===== src/rtl/lfsr_pkg.sv =====
// lfsr_pkg: maximal-length tap masks, period table, generator FSM states and
// parameter-legality checks shared by the LFSR/PRBS generator.
package lfsr_pkg;

  typedef enum logic {
    ST_INIT = 1'b0,
    ST_RUN  = 1'b1
  } gen_state_e;

  localparam int MIN_WIDTH = 3;
  localparam int MAX_WIDTH = 32;

  // Mask bit k set means s[k] feeds the XOR, i.e. polynomial x^w + sum(x^k).
  function automatic logic [31:0] TAP_MASK(input int w);
    logic [31:0] m;
    case (w)
      3:       m = 32'h0000_0005;
      4:       m = 32'h0000_0009;
      5:       m = 32'h0000_0009;
      6:       m = 32'h0000_0021;
      7:       m = 32'h0000_0041;
      8:       m = 32'h0000_0071;
      9:       m = 32'h0000_0021;
      10:      m = 32'h0000_0081;
      11:      m = 32'h0000_0201;
      12:      m = 32'h0000_0053;
      13:      m = 32'h0000_001B;
      14:      m = 32'h0000_002B;
      15:      m = 32'h0000_4001;
      16:      m = 32'h0000_A011;
      17:      m = 32'h0000_4001;
      18:      m = 32'h0000_0801;
      19:      m = 32'h0000_0047;
      20:      m = 32'h0002_0001;
      21:      m = 32'h0008_0001;
      22:      m = 32'h0020_0001;
      23:      m = 32'h0004_0001;
      24:      m = 32'h00C2_0001;
      25:      m = 32'h0040_0001;
      26:      m = 32'h0000_0047;
      27:      m = 32'h0000_0027;
      28:      m = 32'h0200_0001;
      29:      m = 32'h0800_0001;
      30:      m = 32'h0000_0053;
      31:      m = 32'h1000_0001;
      32:      m = 32'h0040_0007;
      default: m = 32'h0000_0000;
    endcase
    return m;
  endfunction

  typedef logic [MAX_WIDTH:MIN_WIDTH][32:0] period_table_t;

  function automatic period_table_t build_periods();
    period_table_t t;
    for (int w = MIN_WIDTH; w <= MAX_WIDTH; w++) begin
      t[w] = (33'd1 << w) - 33'd1;
    end
    return t;
  endfunction

  localparam period_table_t PERIOD_TABLE = build_periods();

  function automatic bit params_legal(input int w, input int nb, input bit seed_nonzero);
    return (w >= MIN_WIDTH) && (w <= MAX_WIDTH) && (nb >= 1) && (nb <= w) && seed_nonzero;
  endfunction

endpackage


===== src/rtl/lfsr_step.sv =====
// lfsr_step: one combinational Fibonacci step; serial bit is the outgoing s[0].
module lfsr_step #(
  parameter int               WIDTH = 8,
  parameter logic [WIDTH-1:0] TAPS  = 8'h71
) (
  input  logic [WIDTH-1:0] s,
  output logic [WIDTH-1:0] s_next,
  output logic             serial_bit
);

  logic fb;

  assign fb         = ^(s & TAPS);
  assign s_next     = {fb, s[WIDTH-1:1]};
  assign serial_bit = s[0];

endmodule


===== src/rtl/lfsr_prbs_gen.sv =====
// lfsr_prbs_gen: Fibonacci LFSR / PRBS source emitting NB bits per valid/ready transfer.
// Optional error injection on out_data[0] is enabled by defining LFSR_ERR_INJ_EN.
module lfsr_prbs_gen
  import lfsr_pkg::*;
#(
  parameter int               WIDTH = 8,
  parameter int               NB    = 1,
  parameter logic [WIDTH-1:0] SEED  = '1
) (
  input  logic             clk,
  input  logic             rst_n,
  input  logic             en,
  input  logic             load_en,
  input  logic [WIDTH-1:0] load_seed,
`ifdef LFSR_ERR_INJ_EN
  input  logic             err_inj,
`endif
  output logic [NB-1:0]    out_data,
  output logic             out_valid,
  input  logic             out_ready,
  output logic [WIDTH-1:0] lfsr_state,
  output logic             period_wrap,
  output logic             lockup_fix
);

  localparam logic [31:0]      TAPS_FULL   = TAP_MASK(WIDTH);
  localparam logic [WIDTH-1:0] TAPS        = TAPS_FULL[WIDTH-1:0];
  localparam logic [32:0]      PERIOD_FULL = PERIOD_TABLE[WIDTH];
  localparam logic [WIDTH:0]   PERIOD      = PERIOD_FULL[WIDTH:0];
  localparam logic [WIDTH:0]   NB_INC      = (WIDTH+1)'(NB);

  if (!params_legal(WIDTH, NB, SEED != '0)) begin : g_bad_params
    $error("lfsr_prbs_gen: illegal WIDTH/NB/SEED combination");
  end

  gen_state_e       state_q, state_d;
  logic [WIDTH-1:0] lfsr_q, lfsr_d;
  logic [WIDTH:0]   cnt_q, cnt_d, cnt_sum;
  logic             period_wrap_q, period_wrap_d;
  logic             lockup_fix_q, lockup_fix_d;
  logic             xfer;
  logic [NB-1:0]    seq_bits;
  logic [WIDTH-1:0] chain [0:NB];

  assign chain[0] = lfsr_q;

  for (genvar i = 0; i < NB; i++) begin : g_step
    lfsr_step #(
      .WIDTH (WIDTH),
      .TAPS  (TAPS)
    ) u_step (
      .s          (chain[i]),
      .s_next     (chain[i+1]),
      .serial_bit (seq_bits[i])
    );
  end

  assign out_valid = (state_q == ST_RUN) && en;
  // A load in the same cycle discards the handshake entirely.
  assign xfer      = out_valid && out_ready && !load_en;
  assign cnt_sum   = cnt_q + NB_INC;

  always_comb begin
    state_d       = state_q;
    lfsr_d        = lfsr_q;
    cnt_d         = cnt_q;
    period_wrap_d = 1'b0;
    lockup_fix_d  = 1'b0;
    if (load_en) begin
      state_d = ST_INIT;
      cnt_d   = '0;
      if (load_seed == '0) begin
        lfsr_d       = SEED;
        lockup_fix_d = 1'b1;
      end else begin
        lfsr_d = load_seed;
      end
    end else begin
      if ((state_q == ST_INIT) && en) begin
        state_d = ST_RUN;
      end
      if (xfer) begin
        lfsr_d = chain[NB];
        if (cnt_sum >= PERIOD) begin
          cnt_d         = cnt_sum - PERIOD;
          period_wrap_d = 1'b1;
        end else begin
          cnt_d = cnt_sum;
        end
      end
    end
  end

  always_ff @(posedge clk or negedge rst_n) begin
    if (!rst_n) begin
      state_q       <= ST_INIT;
      lfsr_q        <= SEED;
      cnt_q         <= '0;
      period_wrap_q <= 1'b0;
      lockup_fix_q  <= 1'b0;
    end else begin
      state_q       <= state_d;
      lfsr_q        <= lfsr_d;
      cnt_q         <= cnt_d;
      period_wrap_q <= period_wrap_d;
      lockup_fix_q  <= lockup_fix_d;
    end
  end

`ifdef LFSR_ERR_INJ_EN
  logic err_armed_q, err_armed_d;

  // The armed flag corrupts only the presented word; the register stream is untouched.
  always_comb begin
    err_armed_d = err_armed_q;
    if (load_en) begin
      err_armed_d = 1'b0;
    end else begin
      if (xfer) begin
        err_armed_d = 1'b0;
      end
      if (err_inj) begin
        err_armed_d = 1'b1;
      end
    end
  end

  always_ff @(posedge clk or negedge rst_n) begin
    if (!rst_n) begin
      err_armed_q <= 1'b0;
    end else begin
      err_armed_q <= err_armed_d;
    end
  end

  assign out_data = seq_bits ^ NB'(err_armed_q);
`else
  assign out_data = seq_bits;
`endif

  assign lfsr_state  = lfsr_q;
  assign period_wrap = period_wrap_q;
  assign lockup_fix  = lockup_fix_q;

endmodule

===== config.mk =====
export PLATFORM = sky130hd
export DESIGN_NAME = lfsr_prbs_gen
export DESIGN_NICKNAME = d
export VERILOG_FILES = /design/src/rtl/lfsr_pkg.sv /design/src/rtl/lfsr_step.sv /design/src/rtl/lfsr_prbs_gen.sv
export SDC_FILE = /design/constraint.sdc
export NUM_CORES = 1
export LEC_CHECK = 0
export ABC_AREA = 1
export CORE_MARGIN = 3
export CORE_UTILIZATION = 45
export DETAILED_ROUTE_END_ITERATION = 8
export DONT_BUFFER_PORTS = 1
export PLACE_DENSITY = 0.62
export SYNTH_ARGS = -nofsm -noshare
export SYNTH_HDL_FRONTEND = slang
export SYNTH_SLANG_ARGS = --single-unit

===== constraint.sdc =====
create_clock -name clk -period 5.4 [get_ports clk]
set_input_delay 1.08 -clock clk [delete_from_list [all_inputs] [get_ports clk]]
set_output_delay 1.08 -clock clk [all_outputs]
set_load 0.05 [all_outputs]

==> flow_summary.ini <==
[clock_network]
cts_tree = built
clk_latency_ns = 0.30
cts_buffer_depth = 2
cts_buffers = 3
holdBufCountCts = 0
cts_sinks = 20
cts.htree.levels = 1
post_cts_buffers = 0
cts-root-buf = clkbuf_4
ctsResizeCount = 0
clk_pin_slew_ns = 0.12

[place]
port_buffers = 0
placed_area_mm2 = 0.00138
place_congestion = 0.767
dp_hpwl_um = 2150

[routing]
dr.pass1.iters = 5
drc_errors = 0
via_count = 1164
wl_per_cell_um = 12.6
drt-total-wl_um = 2740
drt_iter0_drc = 40
ant_nets = 0
vias_per_cell = 5.34

[global_route]
grt_first_pass_wirelength_um = 4490
grt_max_degree = 21
grt_use_met2_pct = 23.8
antenna_found_initial = 0
met1_usage_pct = 22.8
grt_overflow = 0
grtUsageMet3_pct = 5.11
grt_pass1_vias = 1048
busiest_layer = met2
grt_usage_pct = 15.9

[worst_setup_path]
cp_cell_sequence = nand2_1 -> inv_1
cp_num_buf_inv = 1
critPathLaunchType = input pin
slowest_delay_ns = 0.33
critPathSlowestCell = inv_1
worstPathRequired_ns = 4.32
worstPathArrival_ns = 1.44
crit_family = buffers and inverters
cp-startpoint = en
r2r-start = cnt_q[0]
path_max_fanout = 2
end_kind = primary output
crit_type = input pin to primary output

[sta]
period_minus_slack_ns = 2.52
fin_worst_skew_ns = 0.0141
timing.fmax_ghz = 0.397
worst_pin_slew_ns = 0.663
final-setup-viol-count = 0
period_share_pct = 46.7
drv_slew = 0
tns_ns = 0
hold_viol_final = 0
maxSlewHeadroom_pct = 55.6
rsz0062_at_grt = no

[hold_path]
hold_path.class = input pin to asynchronous set/reset pin

[yosys]
ys_ff_latch = 20
synth-warning-count = 0
syn_nets = 202
ys_types = 29
ys.flop_type = dfrtp_1
synth_largest_area_cell = dfrtp_1
synth_enable_flop_cells = 0
synth_common_cells = 53 x nand2_1, 22 x inv_1, 19 x nand3_1, 18 x nor2_1, 12 x dfrtp_1
ys_seq_area_share_pct = 37.6
synthesis.area_mm2 = 0.00136
synth_top_area_share_pct = 22.1
syn_avg_cell_area_um2 = 7.31
synth.most_common_cell = nand2_1
synth_cells = 186
synth.area.top_cells = dfrtp_1 22%, dfstp_2 15%, nand2_1 15%
synthArstFlopShare_pct = 100

[cells_and_area]
seq_area_um2 = 510
fillers = 281
antenna_cells = 0
nets = 204
drive_gt1_share_pct = 13.9
syn2layout_area_growth_pct = 5.43
multi_input_area_um2 = 744
final_area_mm2 = 0.00143

[pwr]
powerDensity_mw_per_mm2 = 245
p_leak_nw = 0.673
vdd_drop_max_uv = 216

[run]
drv_cap = 0

[outcome]
status = finished, final reports clean

[die]
io_pins = 25
start_util_pct = 48.4
die_w_um = 61.0
core_area_mm2 = 0.00281
fp-row-count = 19
design.die.area_mm2 = 0.00371
die_y_um = 61.0
## routing by layer
layer,part of all wire [%],vias to the layer above
met5,0,-
met4,0,0
met3,3.5,0
met2,47,19
met1,49,548
li1,-,597
## placed cells by master, fill, tap and decap left out, types with 2 or more instances in the layout
| master | n |
|---|---|
| nor2_1 | 18 |
| nand4_1 | 3 |
| o21ai_1 | 2 |
| nand2_2 | 8 |
| a21oi_1 | 5 |
| clkbuf_4 | 3 |
| nand3_1 | 19 |
| o22ai_1 | 3 |
| inv_1 | 22 |
| xnor2_1 | 4 |
| nor3_1 | 3 |
| ha_1 | 3 |
| o21ai_0 | 4 |
| dfrtp_1 | 12 |
| nand2_1 | 53 |
| dfstp_2 | 8 |
| a22oi_1 | 2 |
| nor2_4 | 3 |
| xor2_1 | 2 |
## stage by stage
step / total power [W] / std cells / hold slack (ns) / setup slack (ns) / utilization [%]
after floorplan: 0.000228 / 186 / 0.460 / 2.89 / -
after global placement: 0.000233 / 214 / 0.492 / 2.69 / 49.2
after detailed placement: 0.000233 / 214 / 0.487 / 2.62 / 49.2
after CTS: 0.000355 / 218 / 0.441 / 2.88 / 51.1
after global routing: 0.000369 / 218 / 0.417 / 2.84 / 51.1
final: 0.000351 / 218 / 0.449 / 2.88 / 51.1
## area by class of cell
type / count / area share, %
Clock buffer: 3 / 1.57
Multi-Input combinational cell: 140 / 52.0
Sequential cell: 20 / 35.6
Clock inverter: 1 / 2.10
Tap cell: 31 / 2.71
Inverter: 23 / 6.03
## final timing paths
| check | to | slack [ns] | cells past startpoint |
|---|---|---|---|
| max in group asynchronous | lfsr_state[7] | 4.76 | 0 |
| hold reg to reg | state_q | 0.51 | 2 |
| setup / recovery | out_valid | 2.88 | 2 |
| setup reg to reg | cnt_q[1] | 3.15 | 14 |
| hold / removal | cnt_q[7] | 0.45 | 0 |
| min in group clk | state_q | 0.51 | 2 |
## cells by family (layout without fill, tap and decap cells)
family                   count (synthesis)  count (layout)  synth area share, %
AND/OR/NAND/NOR                        112             112                 39.9
AO/OA/AOI/OAI                           19              19                 8.29
buffers and inverters                   26              27                 7.64
XOR/XNOR                                 6               6                 3.87
adder cells (fa/ha/maj)                  3               3                 2.76
flip-flops                              20              20                 37.6
## state kept, by name, summed over array words and instances, names as in the netlist
name         cells
state_q          1
lockup_fix       1
lfsr_state       8
period_wrap      1
cnt_q            9
## power breakdown
part           switching, W  leakage (nW)  internal (W)
sequential        0.0000374         0.250      0.000164
combinational     0.0000173         0.395     0.0000119
clock             0.0000453        0.0279     0.0000751
total              0.000100         0.673      0.000251
(Power assumes the default switching activity.)
